<file path="config.mk">
export PLATFORM = sky130hd
export DESIGN_NAME = vga_scan_ctrl
export DESIGN_NICKNAME = d
export VERILOG_FILES = /design/src/rtl/vga_scan_ctrl.sv
export SDC_FILE = /design/constraint.sdc
export NUM_CORES = 1
export LEC_CHECK = 0
export ABC_AREA = 0
export CAP_MARGIN = 20
export CORE_MARGIN = 2
export CORE_UTILIZATION = 40
export DETAILED_ROUTE_END_ITERATION = 16
export DONT_BUFFER_PORTS = 1
export GPL_ROUTABILITY_DRIVEN = 0
export PLACE_DENSITY = 0.6
export SYNTH_ARGS = -nofsm -noshare
export SYNTH_HDL_FRONTEND = slang
export SYNTH_SLANG_ARGS = --single-unit
</file>
<file path="constraint.sdc">
create_clock -name clk -period 2.5 [get_ports clk]
set_input_delay 0 -clock clk [delete_from_list [all_inputs] [get_ports clk]]
set_output_delay 0 -clock clk [all_outputs]
set_load 0.02 [all_outputs]
</file>
<file path="src/rtl/vga_scan_ctrl.sv">
// VGA raster scan controller: h/v timing, sync generation and pixel FIFO
// draining, with blank-and-resync recovery on FIFO underflow.
module vga_scan_ctrl #(
    parameter int   COLOR_DEPTH = 4,
    parameter int   H_ACTIVE    = 640,
    parameter int   H_FP        = 16,
    parameter int   H_SYNC      = 96,
    parameter int   H_BP        = 48,
    parameter int   V_ACTIVE    = 480,
    parameter int   V_FP        = 10,
    parameter int   V_SYNC      = 2,
    parameter int   V_BP        = 33,
    parameter logic SYNC_POL    = 1'b0
) (
    input  logic                     clk,
    input  logic                     reset_n,
    input  logic                     en,
    input  logic                     fifo_empty,
    input  logic [3*COLOR_DEPTH-1:0] fifo_rdata,
    output logic                     fifo_rd,
    output logic                     fifo_flush,
    output logic                     frame_req,
    output logic [COLOR_DEPTH-1:0]   r,
    output logic [COLOR_DEPTH-1:0]   g,
    output logic [COLOR_DEPTH-1:0]   b,
    output logic                     hsync,
    output logic                     vsync,
    output logic                     underflow,
    input  logic                     underflow_clr
);

    localparam int H_TOTAL = H_ACTIVE + H_FP + H_SYNC + H_BP;
    localparam int V_TOTAL = V_ACTIVE + V_FP + V_SYNC + V_BP;
    localparam int HW      = $clog2(H_TOTAL);
    localparam int VW      = $clog2(V_TOTAL);
    localparam int CD      = COLOR_DEPTH;

    localparam logic [HW-1:0] H_ACT = HW'(H_ACTIVE);
    localparam logic [HW-1:0] H_SS  = HW'(H_ACTIVE + H_FP);
    localparam logic [HW-1:0] H_SE  = HW'(H_ACTIVE + H_FP + H_SYNC - 1);
    localparam logic [HW-1:0] H_END = HW'(H_TOTAL - 1);
    localparam logic [VW-1:0] V_ACT = VW'(V_ACTIVE);
    localparam logic [VW-1:0] V_SS  = VW'(V_ACTIVE + V_FP);
    localparam logic [VW-1:0] V_SE  = VW'(V_ACTIVE + V_FP + V_SYNC - 1);
    localparam logic [VW-1:0] V_END = VW'(V_TOTAL - 1);

    typedef enum logic [1:0] {
        IDLE,
        RESYNC,
        RUN
    } state_t;

    state_t        state;
    logic [HW-1:0] h_cnt;
    logic [VW-1:0] v_cnt;

    logic scan;
    logic active;
    logic hs_on;
    logic vs_on;
    logic vblank_start;
    logic frame_end;
    logic uf_evt;

    assign scan         = en && (state != IDLE);
    assign active       = (h_cnt < H_ACT) && (v_cnt < V_ACT);
    assign hs_on        = (h_cnt >= H_SS) && (h_cnt <= H_SE);
    assign vs_on        = (v_cnt >= V_SS) && (v_cnt <= V_SE);
    assign vblank_start = (h_cnt == '0) && (v_cnt == V_ACT);
    assign frame_end    = (h_cnt == H_END) && (v_cnt == V_END);

    // A read or an underflow only ever happens while displaying.
    assign fifo_rd = en && (state == RUN) && active && !fifo_empty;
    assign uf_evt  = en && (state == RUN) && active && fifo_empty;

    always_ff @(posedge clk) begin
        if (!reset_n) begin
            state      <= IDLE;
            h_cnt      <= '0;
            v_cnt      <= '0;
            r          <= '0;
            g          <= '0;
            b          <= '0;
            hsync      <= ~SYNC_POL;
            vsync      <= ~SYNC_POL;
            frame_req  <= 1'b0;
            fifo_flush <= 1'b0;
            underflow  <= 1'b0;
        end else begin
            if (!scan) begin
                h_cnt <= '0;
                v_cnt <= '0;
            end else if (h_cnt == H_END) begin
                h_cnt <= '0;
                v_cnt <= (v_cnt == V_END) ? '0 : v_cnt + 1'b1;
            end else begin
                h_cnt <= h_cnt + 1'b1;
            end

            if (!en) begin
                state <= IDLE;
            end else begin
                unique case (state)
                    IDLE:    state <= RESYNC;
                    RESYNC:  if (frame_end) state <= RUN;
                    RUN:     if (uf_evt) state <= RESYNC;
                    default: state <= IDLE;
                endcase
            end

            r <= fifo_rd ? fifo_rdata[CD-1:0]      : '0;
            g <= fifo_rd ? fifo_rdata[2*CD-1:CD]   : '0;
            b <= fifo_rd ? fifo_rdata[3*CD-1:2*CD] : '0;

            hsync <= (scan && hs_on) ? SYNC_POL : ~SYNC_POL;
            vsync <= (scan && vs_on) ? SYNC_POL : ~SYNC_POL;

            // Flush only while resyncing so a running frame is never cut.
            frame_req  <= scan && vblank_start;
            fifo_flush <= scan && (state == RESYNC) && vblank_start;

            if (uf_evt)
                underflow <= 1'b1;
            else if (underflow_clr)
                underflow <= 1'b0;
        end
    end

endmodule

</file>
==> flow_metrics.env <==
export IMPL_seq_area_frac_synth=0.4822
export IMPL_clk_pin_slew_worst_paths_ns=0.07
export IMPL_wl_per_cell_um=13.41
export IMPL_cp_data_arrival_time_ns=2.31
export IMPL_die_w_um=67.62
export IMPL_grt_overflow_total=0
export IMPL_required_ns=2.68
export IMPL_area_growth_pct=20.48
export IMPL_postLayoutCoreUtil=0.4948
export IMPL_post_cts_buffers=0
export IMPL_coreArea_um2=3943
export IMPL_portBuffers=0
export IMPL_postCtsResizedCells=0
export IMPL_ant_nets=0
export IMPL_fin_tns_setup_ns=0
export IMPL_final_common_cell="dfxtp_1"
export IMPL_track_usage=0.1596
export IMPL_drt_iter0_markers=77
export IMPL_vias=1274
export IMPL_route_detailed_drc=0
export IMPL_grt_pass1_vias=1221
export IMPL_htree_levels=2
export IMPL_cts_tree="yes"
export IMPL_drive_gt1_frac=0.06842
export IMPL_vdd_drop_max_v=0.0003486
export IMPL_min_from="fifo_empty"
export IMPL_grt_max_degree=13
export IMPL_synth_edf_count=0
export IMPL_period_needed_ns=2.125
export IMPL_most_common_layout_cells="39 x dfxtp_1, 19 x nor2_1, 16 x dlygate4sd3_1, 12 x and2_1, 11 x nand4_1"
export IMPL_startpoint="h_cnt[4]"
export IMPL_hold_violations=0
export IMPL_clk_path_buf_depth=2
export IMPL_clock_root_buffer="clkbuf_8"
export IMPL_max_freq_mhz=470.6
export IMPL_dr_pass1_iters=4
export IMPL_syn_nets=191
export IMPL_startpoint_type="register"
export IMPL_vias_per_cell=5.308
export IMPL_end_kind="register"
export IMPL_pwr_density_cell_nw_per_um2=647.2
export IMPL_path_class="register to register"
export IMPL_antenna_found_initial=0
export IMPL_routed_wl_um=3218
export IMPL_final_nets=210
export IMPL_netlist_instances=170
export IMPL_synth_warnings=0
export IMPL_syn_area_um2=1619
export IMPL_rsz0062_at_grt="no"
export IMPL_grt_pass1_wl_um=5416
export IMPL_start_util=0.4107
export IMPL_rows=23
export IMPL_status="completed"
export IMPL_power_leakage_nw=0.6930
export IMPL_insertedDiodeCount=0
export IMPL_drv_slew=0
export IMPL_dp_hpwl_um=2260
export IMPL_drv_cap=0
export IMPL_ys_ff_latch=39
export IMPL_timing_final_crit_share=0.8500
export IMPL_boundaryPins=35
export IMPL_cts_buffers=5
export IMPL_syn_area_per_cell_um2=9.524
export IMPL_rr_startpoint="h_cnt[4]"
export IMPL_synthFlopType="dfxtp_1"
export IMPL_finalSetupViolCount=0
export IMPL_die_area_um2=4572
export IMPL_clock_latency_ns=0.30
export IMPL_numClockSinks=39
export IMPL_yosys_cell_types_count=39
export IMPL_slew_headroom=0.5043
export IMPL_fin_skew_ns=0.01014
export IMPL_cts_hold_buf=16
export IMPL_worstPathMaxFanout=8
export IMPL_hold_path_class="input port to register"
export IMPL_die_y_um=67.62
export IMPL_synthArstFlopShare=0
export IMPL_worst_pin_slew_ns=0.7403
power by group:
| group | internal (mW) | switching (mW) |
|---|---|---|
| Sequential | 0.622 | 0.00163 |
| Clock | 0.399 | 0.213 |
| Combinational | 0.0190 | 0.00774 |
worst paths after layout:
check | slack, ns | cells past startpoint | endpoint
worst max-delay path | 0.37 | 5 | state[0]
worst min-delay path | 0.04 | 3 | state[1]
worst max register to register | 0.37 | 5 | state[0]
worst min register to register | 0.47 | 1 | h_cnt[0]
area by class of cell:
class / count / area [um2]
clock buffers: 6 / 72.57
clock inverters: 2 / 60.06
fillers: 353 / 1992
inverters: 7 / 26.28
multi-input cells: 118 / 773.2
flip-flops and latches: 39 / 780.7
well taps: 50 / 62.56
repair buffers: 18 / 175.2
cell families after synthesis:
| family | after synthesis | share of synthesized area |
|---|---|---|
| AND/OR/NAND/NOR | 85 | 0.3099 |
| AO/OA/AOI/OAI | 15 | 0.06106 |
| flip-flops | 39 | 0.4822 |
| adder cells (fa/ha/maj) | 4 | 0.03091 |
| XOR/XNOR | 14 | 0.07574 |
| buffers and inverters | 13 | 0.04018 |
registers in the layout, summed over array words and instances, names as in the netlist:
register    flops
b               4
fifo_flush      1
frame_req       1
g               4
h_cnt          10
hsync           1
r               4
state           2
underflow       1
v_cnt          10
vsync           1
metrics by stage:
stage	worst slack (ns)	instance area, um2	hold slack [ns]	instances	power [mW]
3_3_place_gp	0.5702	1658	0.08817	216	0.6463
5_1_grt	0.2348	1951	0.07799	240	1.305
6_report	0.3750	1951	0.03886	240	1.262
3_5_place_dp	0.5331	1658	0.08834	216	0.6469
4_1_cts	0.4060	1951	0.03012	240	1.271
2_1_floorplan	0.6304	1619	0.08276	170	0.6439
critical path: stages, from the launching register on:
cell and delay, ns:
dfxtp_1 0.44, nor3b_1 0.46, nand3_1 0.30, nor2_1 0.15, a221oi_1 0.09, dlygate4sd3_1 0.56
cells in the mapped netlist (all sizes together), types with 2 or more instances:
library cell   n  area, um2
xnor2          5      43.79
dfxtp         39      780.8
ha             4      50.05
nand4         11      68.82
buf            3      26.27
clkbuf         3      12.51
and3b          3      26.28
xor2           9      78.83
inv            7      26.28
nor4           2      12.51
and4           2      17.52
nand2          7      26.28
nand2b         3      18.77
nor3b          4      30.03
nor2          19      71.32
and2          12      75.07
and3           4      26.28
nand4b         2      17.52
or4            2      18.77
nor4b          2      17.52
nand3          6      30.03
or3            3      18.77
o21ai          3      15.01
a21oi          4      20.02
metal layers:
layer | GRT usage | vias to the layer above | wire length [um]
li1 | - | 628 | -
met1 | 0.1967 | 604 | 1437
met2 | 0.2549 | 37 | 1576
met3 | 0.05667 | 5 | 157
met4 | 0.05867 | 0 | 46
met5 | 0 | - | 0
Note: power is estimated with default switching activity, not from simulation.
